$ cat config.mk
export PLATFORM = sky130hd
export DESIGN_NAME = elastic_buffer_flat
export DESIGN_NICKNAME = d
export VERILOG_FILES = /design/src/rtl/elastic_buffer_if.sv /design/src/rtl/elastic_buffer.sv /design/src/flat_wrapper.sv
export SDC_FILE = /design/constraint.sdc
export NUM_CORES = 1
export LEC_CHECK = 0
export CORE_MARGIN = 3
export CORE_UTILIZATION = 55
export CTS_BUF_LIST = sky130_fd_sc_hd__clkbuf_8
export CTS_CLUSTER_SIZE = 25
export DETAILED_ROUTE_END_ITERATION = 16
export PLACE_DENSITY = 0.81
export SLEW_MARGIN = 40
export SYNTH_ARGS = -nofsm -noshare
export SYNTH_HDL_FRONTEND = slang
export SYNTH_SLANG_ARGS = --single-unit
$ cat constraint.sdc
create_clock -name clk -period 3 [get_ports clk]
set_clock_uncertainty 0.2 [all_clocks]
set_input_delay 0.3 -clock clk [delete_from_list [all_inputs] [get_ports clk]]
set_output_delay 0.3 -clock clk [all_outputs]
set_load 0.02 [all_outputs]
$ cat src/rtl/elastic_buffer_if.sv
// rtl/elastic_buffer_if.sv - producer and consumer stream signals of the elastic buffer
interface elastic_buffer_if #(
    parameter int WIDTH = 8
);
    logic             in_valid;
    logic             in_ready;
    logic [WIDTH-1:0] in_data;
    logic             out_valid;
    logic             out_ready;
    logic [WIDTH-1:0] out_data;

    // master is the surrounding datapath; slave is the buffer itself
    modport master (
        output in_valid, in_data, out_ready,
        input  in_ready, out_valid, out_data
    );

    modport slave (
        input  in_valid, in_data, out_ready,
        output in_ready, out_valid, out_data
    );
endinterface

$ cat src/rtl/elastic_buffer.sv
// rtl/elastic_buffer.sv - parametrised valid/ready FIFO stage with occupancy and flush
module elastic_buffer #(
    parameter int WIDTH = 8,
    parameter int DEPTH = 4
) (
    input  logic                       clk,
    input  logic                       rst_n,
    input  logic                       flush,
    elastic_buffer_if.slave            bus,
    output logic [$clog2(DEPTH+1)-1:0] count,
    output logic                       full,
    output logic                       empty
);
    localparam int AW = $clog2(DEPTH);
    localparam int CW = $clog2(DEPTH+1);

    generate
        if (DEPTH < 2 || (DEPTH & (DEPTH - 1)) != 0) begin : g_bad_depth
            $error("elastic_buffer: DEPTH must be a power of 2 and >= 2");
        end
    endgenerate

    logic [WIDTH-1:0] mem [DEPTH];
    logic [AW-1:0]    wr_ptr;
    logic [AW-1:0]    rd_ptr;
    logic [CW-1:0]    count_q;
    logic             push;
    logic             pop;

    assign full  = (count_q == CW'(DEPTH));
    assign empty = (count_q == '0);
    assign count = count_q;

    // in_ready looks only at registered occupancy and flush, never at out_ready
    assign bus.in_ready  = !full && !flush;
    assign bus.out_valid = !empty;
    assign bus.out_data  = mem[rd_ptr];

    assign push = bus.in_valid && bus.in_ready;
    assign pop  = bus.out_valid && bus.out_ready && !flush;

    always_ff @(posedge clk) begin
        if (!rst_n) begin
            wr_ptr  <= '0;
            rd_ptr  <= '0;
            count_q <= '0;
            for (int i = 0; i < DEPTH; i++) begin
                mem[i] <= '0;
            end
        end else if (flush) begin
            // storage keeps stale words; they are unreachable until overwritten
            wr_ptr  <= '0;
            rd_ptr  <= '0;
            count_q <= '0;
        end else begin
            if (push) begin
                mem[wr_ptr] <= bus.in_data;
                wr_ptr      <= wr_ptr + AW'(1);
            end
            if (pop) begin
                rd_ptr <= rd_ptr + AW'(1);
            end
            if (push && !pop) begin
                count_q <= count_q + CW'(1);
            end else if (pop && !push) begin
                count_q <= count_q - CW'(1);
            end
        end
    end
endmodule
$ cat src/flat_wrapper.sv
// flat-port wrapper written by rule: the top's interface ports become plain ports
module elastic_buffer_flat 
#(
    parameter int WIDTH = 8,
    parameter int DEPTH = 4
)
  (clk, rst_n, flush, count, full, empty, bus_in_valid, bus_in_data, bus_out_ready, bus_in_ready, bus_out_valid, bus_out_data);
  elastic_buffer_if #(.WIDTH(WIDTH)) bus_i ();
  input  logic clk;
  input  logic rst_n;
  input  logic flush;
  output logic [$clog2(DEPTH+1)-1:0] count;
  output logic full;
  output logic empty;
  input wire logic [$bits(bus_i.in_valid)-1:0] bus_in_valid;
  input wire logic [$bits(bus_i.in_data)-1:0] bus_in_data;
  input wire logic [$bits(bus_i.out_ready)-1:0] bus_out_ready;
  output wire logic [$bits(bus_i.in_ready)-1:0] bus_in_ready;
  output wire logic [$bits(bus_i.out_valid)-1:0] bus_out_valid;
  output wire logic [$bits(bus_i.out_data)-1:0] bus_out_data;
  assign bus_i.in_valid = bus_in_valid;
  assign bus_i.in_data = bus_in_data;
  assign bus_i.out_ready = bus_out_ready;
  assign bus_in_ready = bus_i.in_ready;
  assign bus_out_valid = bus_i.out_valid;
  assign bus_out_data = bus_i.out_data;
  elastic_buffer #(.WIDTH(WIDTH), .DEPTH(DEPTH)) u_core (.clk(clk), .rst_n(rst_n), .flush(flush), .bus(bus_i), .count(count), .full(full), .empty(empty));
endmodule
==> results of run 1 <==
[critical path: stages (launching register included)]
cell and delay, ns:
dfxtp_1 0.68, mux4_2 0.59, clkdlybuf4s50_1 0.55
[final timing paths]
check / startpoint / endpoint / slack, ns / cells after the start
max: flop / bus_out_data[3] / 0.39 / 2
min: u_core.rd_ptr[0]$_SDFFE_PP0P_ / flop / 0.34 / 2
max reg2reg: u_core.count[0]$_SDFFE_PP0P_ / u_core.count[2]$_SDFFE_PP0P_ / 0.44 / 8
min reg2reg: u_core.rd_ptr[0]$_SDFFE_PP0P_ / flop / 0.34 / 2
[cells by family (layout without fill, tap and decap cells)]
group	Yosys count	after routing
xor+xnor	4	4
fa+ha+maj	2	2
compound gates	11	11
buf+inv	12	45
flops	41	41
simple gates	53	53
mux	9	9
[placed cells by master (no fill, tap or decap)]
master and count:
and3_4 1, o21ai_0 4, buf_4 4, edfxtp_1 32, nor2_1 10, dfxtp_1 9
and3_1 22, or2_2 1, inv_1 8, and2_1 8, o311ai_0 1, a21oi_1 2
o31ai_1 3, nand2_1 1, and2b_2 1, nand2b_1 2, clkinv_2 1, xor2_1 4
clkdlybuf4s50_1 27, fa_1 1, a22o_2 1, or3b_4 1, mux2i_1 1, clkbuf_8 5
nand3_1 2, or3_2 2, ha_1 1, and3_2 2, mux4_2 8
[power by group]
| part | switching [mW] | total (mW) | internal [mW] | leakage (nW) |
|---|---|---|---|---|
| combinational | 0.0708 | 0.145 | 0.0744 | 0.459 |
| sequential | 0.0121 | 0.648 | 0.636 | 0.405 |
| clock | 0.184 | 0.341 | 0.157 | 0.0505 |
| total | 0.267 | 1.13 | 0.867 | 0.914 |
[layout make-up]
cell class,instances,share of cell area
sequential,41,0.508
multi-input combinational,79,0.288
timing repair buffer,31,0.134
clock buffer,5,0.0306
tap,44,0.0245
inverter,6,0.0100
clock inverter,3,0.00556
[metrics by stage]
stage / hold slack [ns] / util / power (mW)
global route: 0.378 / 0.719 / 1.19
detailed placement: 0.313 / 0.693 / 0.808
floorplan: 0.285 / - / 0.740
finish: 0.345 / 0.719 / 1.13
CTS: 0.340 / 0.719 / 1.14
global placement: 0.306 / 0.693 / 0.803
[flip-flops by register name, summed over array words and instances, names as in the netlist, named ones only]
signal and count:
u_core.mem 32, u_core.rd_ptr 2, u_core.count 3, u_core.wr_ptr 2
[metal layers]
layer / vias to the layer above / share of wire / global-route usage
li1: 559 / - / -
met5: - / 0 / 0
met2: 44 / 0.51 / 0.321
met4: 0 / 0.016 / 0.0712
met1: 560 / 0.40 / 0.243
met3: 7 / 0.075 / 0.0439
==> flow_summary.toml, run 1 <==
[status]
status = "finished clean"

[sta]
min_period_ns = 2.61
finalMaxSlewViolations = 0
fin_crit_sh = 0.869
finalWorstSetupSlack_ns = 0.394
setup_tns_ns = 0
setup_violations = 0
rsz0062_at_grt = "false"
worst_pin_slew_ns = 0.561
hold_viol = 0
fmax_mhz = 384
slew_headroom = 0.625

[floorplanning]
pin_count = 28
core_sq_um = 3130
start_util = 0.594
die_w_um = 64.1
num_rows = 20
die_h_um = 64.1
dieArea_sq_um = 4110

[pwr]
cellPowerDensity_nw_per_um2 = 504
leakage_nw = 0.914
ir_worst_vdd_uv = 374

[yosys]
synthXorXnorAreaFrac = 0.0189
yosys_warnings = 0
synth_cells = 132
synth_seq_area_share = 0.614
synth_fa_ha_area_frac = 0.0175
synth.most_common_cell = "edfxtp_1"
synth_seq_cells = 41
synth_top_cell_by_area = "edfxtp_1"
synthesis.nets = 147
synth_area_leaders = "edfxtp_1 52%, dfxtp_1 9.7%, mux4_2 9.7%"
synth_top_family_by_area = "simple AND/OR/NAND/NOR gates"
synthFlopType = "edfxtp_1"
synthArstFlopShare = 0
ys_types = 29
synthTopCellsByCount = "32 x edfxtp_1, 22 x and3_1, 10 x nor2_1"
synth-simple-area-share = 0.172
syn_avg_cell_area_sq_um = 14.1
syn_area_sq_um = 1860
synth-edff-count = 32
muxShareOfSynthArea = 0.102
synth_compound_gate_area_share = 0.0384
synth_top_area_share = 0.517

[route]
num_vias = 1170
wl_per_cell_um = 16.1
via_per_inst = 5.60
wl_um = 3360
drtPass1Iterations = 4
drtIter0Drc = 57
antenna_left = 0
drc = 0

[clock_network]
clock_sinks = 41
htreeDepth = 2
clkTransAtPathRegs_ns = 0.07
post-cts-setup-buffers = 0
cts_resized = 0
clockBufferDepth = 2
cts_buffers = 5
clock_latency_ns = 0.29
cts_root_buffer = "clkbuf_8"
cts_tree = "done"
cts_hold_buf = 0

[global_route]
grtUsageTotal = 0.192
antenna_found_initial = 0
grt_pass1_vias = 1182
grt_pass1_wl_um = 5780
overflow = 0
grt_max_degree = 34

[worst_setup_path]
critPathMaxFanout = 8
cp.required_ns = 2.50
cp.arrival_ns = 2.11
critPathLaunchType = "flop"
cp-end-kind = "output pin"
critPathKind = "flop to output pin"

[finish]
fillers = 224
drive_gt1_frac = 0.164
layout.cells.non_filler = 209
syn_to_final_growth_pct = 21.0
multi_input_area_sq_um = 648
diodes = 0
seq_area_sq_um = 1140
layout.nets = 179
fin_area_sq_um = 2250

[run]
drv.max_cap_violation_count = 0

[placement]
dp.cells = 201
placed_area_sq_um = 2170
place_congestion = 0.801
pre_cts_ws_ns = 0.226
hpwlAfterDp_um = 2310
io_buffers = 27

[worst_hold_path]
hold_path.class = "flop to flop"
(Power assumes the default switching activity.)
==> run 2, diff against run 1 <==
--- a/config.mk
+++ b/config.mk
@@ -11,6 +11,7 @@
 export CTS_CLUSTER_SIZE = 25
 export DETAILED_ROUTE_END_ITERATION = 16
 export PLACE_DENSITY = 0.81
+export SETUP_SLACK_MARGIN = 0.5
 export SLEW_MARGIN = 40
 export SYNTH_ARGS = -nofsm -noshare
 export SYNTH_HDL_FRONTEND = slang
==> flow_summary.toml, run 2 (synthesized netlist as in run 1, its figures left out) <==
[worst_setup_path]
critPathLaunchType = "flop"
r2r_slack_ns = 0.61
r2r_start = "u_core.count[2]$_SDFFE_PP0P_"
cp_slowest_cell = "mux4_2"
path_cells = "mux4_2 > clkdlybuf4s50_1"
cp.arrival_ns = 1.92
path_depth = 2
critPathKind = "flop to output pin"
r2r_cells = 8
critical_path.top_delay_family = "multiplexers"
r2r-end = "u_core.count[2]$_SDFFE_PP0P_"
cp.required_ns = 2.50
max_stage_delay_ns = 0.56
critPathMaxFanout = 8
worstSetupEndpoint = "bus_out_data[3]"
crit_buf_inv = 1
cp-end-kind = "output pin"

[pwr]
cellPowerDensity_nw_per_um2 = 497
power_mw = 1.15
ir_worst_vdd_uv = 383
leakage_nw = 0.934

[floorplanning]
die_w_um = 64.1
core_sq_um = 3130
num_rows = 20
die_h_um = 64.1
dieArea_sq_um = 4110
start_util = 0.594
pin_count = 28

[clock_network]
cts_buffers = 5
clockBufferDepth = 2
cts_root_buffer = "clkbuf_8"
clkTransAtPathRegs_ns = 0.07
htreeDepth = 2
cts_tree = "done"
clock_latency_ns = 0.29
clock_sinks = 41

[status]
status = "finished clean"

[global_route]
grt_max_degree = 34
grt_pass1_vias = 1206
overflow = 0
grt_pass1_wl_um = 5970
antenna_found_initial = 0
grtUsageTotal = 0.198

[route]
drtIter0Drc = 58
num_vias = 1154
drtPass1Iterations = 4
drc = 0
wl_um = 3520
via_per_inst = 5.47
wl_per_cell_um = 16.7
antenna_left = 0

[sta]
fin_crit_sh = 0.808
min_period_ns = 2.42
setup_tns_ns = 0
worst_pin_slew_ns = 0.545
finalMaxSlewViolations = 0
hold_viol = 0
setup_violations = 0
slew_headroom = 0.636
rsz0062_at_grt = "false"
fmax_mhz = 413

[finish]
mostFrequentLayoutCell = "edfxtp_1"
drive_gt1_frac = 0.228
diodes = 0
largest-register = "u_core.mem"
syn_to_final_growth_pct = 24.0
largest_register_ffs = 32
layout_common_cells = "32 x edfxtp_1, 26 x clkdlybuf4s50_1, 22 x and3_1"
layout.nets = 181

[run]
drv.max_cap_violation_count = 0

[placement]
place_congestion = 0.801
io_buffers = 27
hpwlAfterDp_um = 2310

[worst_hold_path]
hold_path.class = "input pin to flop"
## run 2: cell count changes in the layout (fill, tap and decap cells not counted), sizes merged
cell / change
buf: +2
clkdlybuf4s50: -1
dlymetal6s2s: +1
## run 2: power by group
part           leakage, nW  switching (mW)  internal [mW]
Clock               0.0505           0.186          0.157
Sequential           0.407          0.0138          0.636
Combinational        0.476          0.0740         0.0788
Total                0.934           0.274          0.871
## run 2: layout make-up
| cell class | count | area (sq um) |
|---|---|---|
| sequential | 41 | 1150 |
| fill | 216 | 825 |
| multi-input combinational | 79 | 676 |
| timing repair buffer | 33 | 318 |
| clock buffer | 5 | 68.8 |
| tap | 44 | 55.1 |
| inverter | 6 | 22.5 |
| clock inverter | 3 | 12.5 |
## run 2: how the worst min path moves through the flow
| stage | depth (start not counted) | startpoint | end | slack [ns] |
|---|---|---|---|---|
| after CTS | 2 | u_core.rd_ptr[0]$_SDFFE_PP0P_ | flop | 0.34 |
| after floorplan | 2 | u_core.rd_ptr[1]$_SDFFE_PP0P_ | flop | 0.28 |
| after global routing | 4 | flush | u_core.wr_ptr[0]$_SDFFE_PP0N_ | 0.37 |
| after detailed placement | 2 | u_core.rd_ptr[0]$_SDFFE_PP0P_ | flop | 0.31 |
| after global placement | 2 | u_core.rd_ptr[1]$_SDFFE_PP0P_ | u_core.rd_ptr[1]$_SDFFE_PP0P_ | 0.31 |
| final | 4 | flush | u_core.wr_ptr[0]$_SDFFE_PP0N_ | 0.28 |
## run 2: timing repair
item / 4_1_cts / 5_1_grt
hold buffers: 0 / 0
setup buffers: 0 / 2
pin swaps: 0 / 2
endpoints found under the setup margin: 9 / 2
gates cloned: 0 / 0
gates resized for setup: 3 / 11
## run 2: per-layer routing
layer | up-vias | share of wire | GRT usage
li1 | 559 | - | -
met1 | 560 | 0.41 | 0.240
met2 | 28 | 0.53 | 0.346
met3 | 7 | 0.045 | 0.0439
met4 | 0 | 0.015 | 0.0712
met5 | - | 0 | 0
## run 2: worst min-delay path, stage by stage
cell	delay, ns
dlymetal6s2s_1	0.14
nand2b_1	0.12
o21ai_0	0.06
a21oi_1	0.12
## run 2: per-stage QoR
step / instance area [sq um] / util / setup slack [ns] / hold WS (ns) / std cells
2_1_floorplan: 1860 / - / 0.566 / 0.285 / 132
3_3_place_gp: 2170 / 0.693 / 0.321 / 0.306 / 201
3_5_place_dp: 2170 / 0.693 / 0.226 / 0.313 / 201
4_1_cts: 2260 / 0.724 / 0.506 / 0.339 / 209
5_1_grt: 2300 / 0.736 / 0.511 / 0.367 / 211
6_report: 2300 / 0.736 / 0.576 / 0.283 / 211
